`config.mk`:
```
export PLATFORM = sky130hd
export DESIGN_NAME = dsp_dot_sequencer
export DESIGN_NICKNAME = d
export VERILOG_FILES = /design/src/rtl/dsp_dot_sequencer.sv
export SDC_FILE = /design/constraint.sdc
export NUM_CORES = 1
export LEC_CHECK = 0
export ABC_AREA = 1
export ABC_CLOCK_PERIOD_IN_PS = 2500
export BUFFER_PORTS_ARGS = -buffer_cell sky130_fd_sc_hd__buf_2
export CAP_MARGIN = 20
export CORE_MARGIN = 2
export CORE_UTILIZATION = 52
export CTS_BUF_LIST = sky130_fd_sc_hd__clkbuf_2 sky130_fd_sc_hd__clkbuf_4 sky130_fd_sc_hd__clkbuf_8
export CTS_CLUSTER_DIAMETER = 50
export CTS_CLUSTER_SIZE = 40
export DETAILED_ROUTE_END_ITERATION = 10
export PLACE_DENSITY_LB_ADDON = 0.12
export SLEW_MARGIN = 10
export SYNTH_ARGS = -nofsm -noshare
export SYNTH_HDL_FRONTEND = slang
export SYNTH_SLANG_ARGS = --single-unit
export TNS_END_PERCENT = 10
```
`constraint.sdc`:
```
create_clock -name UserCLK -period 2.5 [get_ports UserCLK]
set_input_delay 0.125 -clock UserCLK [delete_from_list [all_inputs] [get_ports UserCLK]]
set_output_delay 0.125 -clock UserCLK [all_outputs]
set_load 0.05 [all_outputs]
```
`src/rtl/dsp_dot_sequencer.sv`:
```
// Operand sequencer for the 8x8+20 MAC BEL: streams operand pairs into the MAC and returns one dot product per job.
// Optional accumulator-wrap detection is compiled in with `define DOT_SEQ_OVF_EN.
module dsp_dot_sequencer #(
  parameter int DATA_W = 8,
  parameter int ACC_W  = 20,
  parameter int LEN_W  = 8
) (
  input  logic              UserCLK,
  input  logic              clr,
  input  logic              start,
  input  logic [LEN_W-1:0]  cfg_len,
  output logic              busy,
  input  logic              s_valid,
  output logic              s_ready,
  input  logic [DATA_W-1:0] s_a,
  input  logic [DATA_W-1:0] s_b,
  output logic [DATA_W-1:0] mac_A,
  output logic [DATA_W-1:0] mac_B,
  output logic              mac_clr,
  input  logic [ACC_W-1:0]  mac_Q,
  output logic              m_valid,
  input  logic              m_ready,
  output logic [ACC_W-1:0]  m_result,
  output logic              m_overflow
);

  typedef enum logic [2:0] {
    S_IDLE, S_CLEAR, S_RUN, S_FLUSH, S_CAPTURE, S_DONE
  } state_t;

  state_t            state_q, state_d;
  logic [LEN_W-1:0]  remaining_q, remaining_d;
  logic [DATA_W-1:0] mac_a_q, mac_a_d;
  logic [DATA_W-1:0] mac_b_q, mac_b_d;
  logic [ACC_W-1:0]  m_result_q, m_result_d;
  logic              accept;

  assign accept = s_valid && (state_q == S_RUN);

  always_ff @(posedge UserCLK) begin
    if (clr) state_q <= S_IDLE;
    else     state_q <= state_d;
  end

  always_comb begin
    state_d = state_q;
    case (state_q)
      S_IDLE:    if (start) state_d = (cfg_len == '0) ? S_DONE : S_CLEAR;
      S_CLEAR:   state_d = S_RUN;
      S_RUN:     if (accept && remaining_q == LEN_W'(1)) state_d = S_FLUSH;
      S_FLUSH:   state_d = S_CAPTURE;
      S_CAPTURE: state_d = S_DONE;
      S_DONE:    if (m_ready) state_d = S_IDLE;
      default:   state_d = S_IDLE;
    endcase
  end

  always_comb begin
    busy    = (state_q != S_IDLE);
    s_ready = (state_q == S_RUN);
    m_valid = (state_q == S_DONE);
    mac_clr = clr || (state_q == S_CLEAR);
  end

  // Operands are zero outside accepted beats so bubbles add nothing; FLUSH keeps the last beat one extra cycle.
  always_comb begin
    remaining_d = remaining_q;
    mac_a_d     = '0;
    mac_b_d     = '0;
    m_result_d  = m_result_q;
    case (state_q)
      S_IDLE: begin
        if (start) begin
          remaining_d = cfg_len;
          if (cfg_len == '0) m_result_d = '0;
        end
      end
      S_RUN: begin
        if (accept) begin
          mac_a_d     = s_a;
          mac_b_d     = s_b;
          remaining_d = remaining_q - LEN_W'(1);
        end
      end
      S_CAPTURE: m_result_d = mac_Q;
      default: ;
    endcase
  end

  always_ff @(posedge UserCLK) begin
    if (clr) begin
      remaining_q <= '0;
      mac_a_q     <= '0;
      mac_b_q     <= '0;
      m_result_q  <= '0;
    end else begin
      remaining_q <= remaining_d;
      mac_a_q     <= mac_a_d;
      mac_b_q     <= mac_b_d;
      m_result_q  <= m_result_d;
    end
  end

  assign mac_A    = mac_a_q;
  assign mac_B    = mac_b_q;
  assign m_result = m_result_q;

`ifdef DOT_SEQ_OVF_EN
  logic [ACC_W-1:0] prev_q, prev_d;
  logic             m_overflow_q, m_overflow_d;

  // A product never exceeds one wrap, so a decrease in the accumulator means it wrapped.
  function automatic logic acc_wrapped(input logic [ACC_W-1:0] cur, input logic [ACC_W-1:0] prev);
    return (cur < prev);
  endfunction

  always_comb begin
    prev_d       = prev_q;
    m_overflow_d = m_overflow_q;
    case (state_q)
      S_IDLE:  if (start && cfg_len == '0) m_overflow_d = 1'b0;
      S_CLEAR: begin
        prev_d       = '0;
        m_overflow_d = 1'b0;
      end
      S_RUN, S_FLUSH, S_CAPTURE: begin
        prev_d = mac_Q;
        if (acc_wrapped(mac_Q, prev_q)) m_overflow_d = 1'b1;
      end
      default: ;
    endcase
  end

  always_ff @(posedge UserCLK) begin
    prev_q <= prev_d;
    if (clr) m_overflow_q <= 1'b0;
    else     m_overflow_q <= m_overflow_d;
  end

  assign m_overflow = m_overflow_q;
`else
  assign m_overflow = 1'b0;
`endif

endmodule

```
Yosys cells after proc, flatten, opt, wreduce, memory -nomap -nowiden
Cells that the tools add are included.
Storage, ports and cells
  register bits after elaboration: 47
  input port bits: 49
  word-level logic and storage cells: 42
Cells by class
  $add $sub $neg: 1
  equality and inequality tests: 11
  muxes and demuxes: 11
  bitwise operators: 2
  reductions and logical operators: 12
Operators by type and width (count)
  $mux 20: 2
  $pmux 20 s2: 1
  $pmux 3 s6: 1
  $mux 8: 2
  $pmux 8 s2: 1
  $mux 3: 4
  $reduce_and 3->1: 3
  $eq 8x1->1 const B: 1
  $logic_not 8->1: 1
  $sub 8x1->8 const B: 1
  $eq 3x2->1 const B: 2
  $eq 3x3->1 const B: 2
  $ne 2x1->1 const B: 3
  $ne 2x2->1 const B: 2
  $reduce_bool 2->1: 2
  $eq 3x1->1 const B: 1
  $logic_not 3->1: 1
  $reduce_bool 3->1: 1
  $reduce_or 3->1: 1
  $logic_and 1x1->1: 2
  $not 1->1: 2
  $logic_or 1x1->1: 1

Longest topological paths before layout
  depth in word-level cells: 5
  depth in mapped cells: 9
  mapped depth without buffers: 9

Worst setup path after synthesis
No wires, ideal clock.
  path type: register -> output
  start point: reg state_q[0]
  end point: out mac_clr
  data arrival time: 1.622 ns
  required time: 2.375 ns
  setup slack: 0.753 ns
  cell stages (with the launch flop): 3
  path buffers: 0
  cell sequence: dfxtp_1 nand2_1 o21ai_0
On the way
  word-level cells in the longest chain between the ends: 2
Ends and longest elaborated chain
  start: declaration: line 31  | state_t state_q, state_d;
  start signal: assignment: line 42  | else state_q <= state_d;
  $eq 3x1->1: line 62  | mac_clr = clr || (state_q == S_CLEAR);
  $logic_or 1x1->1: line 62
  end: declaration: line 19  | output logic mac_clr,
No other way between the ends.

Worst setup path after layout
  start point: reg state_q[2]
  end point: out s_ready
On the way
  word-level cells in the longest chain between the ends: 1
Ends and longest elaborated chain
  $eq 3x2->1: line 60  | s_ready = (state_q == S_RUN);
  end: declaration: line 14  | output logic s_ready,
No other way between the ends.

==> metrics.cfg <==
[placed_design]
port_buffers = 88
dpl.hpwl_um = 3210
place_inst = 405
placed_cell_area_mm2 = 0.00246
globalplace.congestion = 0.935
place_ws_ns = 0.832

[hold_path]
min_to = mac_A[7]
worstHoldPathCells = 3
hp-class = primary input to register
worstHoldStart = s_a[7]

[clocking]
htreeDepth = 2
clk_pin_slew_ns = 0.09
clock_latency_ns = 0.30
cts_tree = built
cts.sinks = 47
clockBufferDepth = 2
clock_tree.root_cell = clkbuf_8
cts_setup_buffers = 0
postCtsHoldBufs = 0
cts_made_buffers = 5
post_cts_resized = 0

[worst_setup_path]
r2r_end = m_result[18]
required_ns = 2.38
critPathCaptureType = output port
r2r_slack_ns = 0.83
cp-start-kind = register
cp_max_fo = 15
worstRegToRegCells = 6
arrival_ns = 1.60
worstReg2RegStart = state_q[1]
path_class = register to output port

[synth]
ys_async_sr_fraction_pct = 0
synth_top_cell_by_area = dfxtp_1
synthFlopType = dfxtp_1
synth_cells = 280
synth_nets = 331
yosysMostFrequentCell = nand2_1
synthDistinctLibCells = 30
synth_area_mm2 = 0.00204
netlist.area_leader.share_pct = 46.1
synthTopCellsByArea = dfxtp_1, nand2_1, inv_1
postSynthAreaPerCell_um2 = 7.28
synth.yosys.seq_area_share_pct = 46.1
synth_commonest_cells = nand2_1, dfxtp_1, inv_1
ys_ff_latch = 47
yosys_warnings = 0
synth-edff-count = 0

[die]
die_x_um = 66.6
row_count = 22
initial_core_util_pct = 54.9
fp.dieH_um = 66.6
placeableCoreArea_mm2 = 0.00372
num_io_pins = 90
dieArea_mm2 = 0.00444

[detailed_routing]
routedWlPerCell_um = 10.5
wl_um = 4350
via_count = 1918
antenna_left = 0
vias_per_cell = 4.64
drc = 0
firstDrtPassIters = 5
drt-initial-drc-count = 113

[power]
p_int_uw = 1660
ir_worst_vdd_v = 0.000626
pwr-share-comb_pct = 48.3
power.switching_uw = 1450
sequentialPowerShare_pct = 33.1
clkPwrFrac_pct = 18.6
switching_share_pct = 46.7
p_per_area_mw_per_mm2 = 1210
leakagePower_uw = 0.00137

[layout]
nets = 415
antenna_cells = 0
finalInstanceArea_mm2 = 0.00258
drive_gt1_share_pct = 29.9
syn_to_final_growth_pct = 26.6
stdcell_count = 413

[timing]
setup_ws_ns = 0.771
rsz0062_at_grt = no
fin_setup_tns_ns = 0
whs_ns = 0.0357
maxSlewViolCount = 0
post-route-min-period_ns = 1.73
setup_viol = 0
worst_pin_slew_ns = 0.621
finalHoldViolCount = 0
slew_headroom_pct = 58.5
worst_clock_skew_ns = 0.00729
period_share_pct = 69.2
clock.fmax_mhz = 578

[global_routing]
grt_pass1_vias = 1676
grt_first_pass_wirelength_um = 7130
grt_usage_pct = 21.1
grt_max_degree = 28
antenna_found_initial = 0
overflow = 0

[run_status]
status = completed

[flow_run]
maxCapViolations = 0

## power by group through the flow
stage               Clock, uW  Combinational, uW  Sequential, uW
finish                    578               1510            1030
global route              629               1670            1050
CTS                       595               1500            1030
detailed placement          0               1500            1050
global placement            0               1480            1050
floorplan                   0               1010            1300
## registers in the layout, summed over array words and instances (netlist names)
register and count:
m_result 20, mac_A 8, mac_B 8, remaining_q 8
state_q 3
## cell usage in the layout, fill, tap and decap left out, types with 6 or more instances in the layout
master / count
nand2_1: 76
nand3_1: 10
dfxtp_1: 47
a21oi_1: 27
nor2_1: 35
clkbuf_8: 6
buf_2: 88
o21ai_0: 9
inv_1: 39
## critical path: stages, from the launching register on
cell	delay, ns
dfxtp_1	0.37
inv_2	0.20
nand3b_4	0.22
inv_2	0.22
buf_2	0.30
## worst max-delay path by stage
stage / from / endpoint / cells after the start
after global routing: state_q[1] / m_result[3] / 6
after CTS: state_q[2] / s_ready / 4
after detailed placement: state_q[1] / m_result[18] / 6
after floorplan: state_q[0] / mac_clr / 2
final: state_q[2] / s_ready / 4
after global placement: state_q[1] / m_result[19] / 6
## area by class of cell
class,count,area [um^2]
clock buffers,6,82.6
clock inverters,2,38.8
fillers,337,1130
inverters,41,154
multi-input cells,181,866
flip-flops and latches,47,941
well taps,48,60.1
repair buffers,88,440
## metrics by stage
stage	total power (uW)	utilization [%]
3_3_place_gp	2520	66.2
2_1_floorplan	2310	-
4_1_cts	3130	69.5
5_1_grt	3360	69.5
3_5_place_dp	2540	66.2
6_report	3110	69.5
## cell families (layout without fill, tap and decap cells)
group / after synthesis / count (layout) / synth area share, %
AO/OA/AOI/OAI: 43 / 43 / 11.3
AND/OR/NAND/NOR: 135 / 135 / 29.8
flip-flops: 47 / 47 / 46.1
adder cells (fa/ha/maj): 2 / 2 / 1.23
buffers and inverters: 52 / 137 / 11.4
other: 1 / 1 / 0.184
## metal layers
layer / vias to the layer above / share of wire [%] / GRT usage [%]
li1: 1024 / - / -
met1: 819 / 46 / 26.3
met2: 70 / 46 / 34.8
met3: 5 / 7.6 / 6.25
met4: 0 / 0.78 / 6.89
met5: - / 0 / 0
Note: power is estimated with default switching activity, not from simulation.
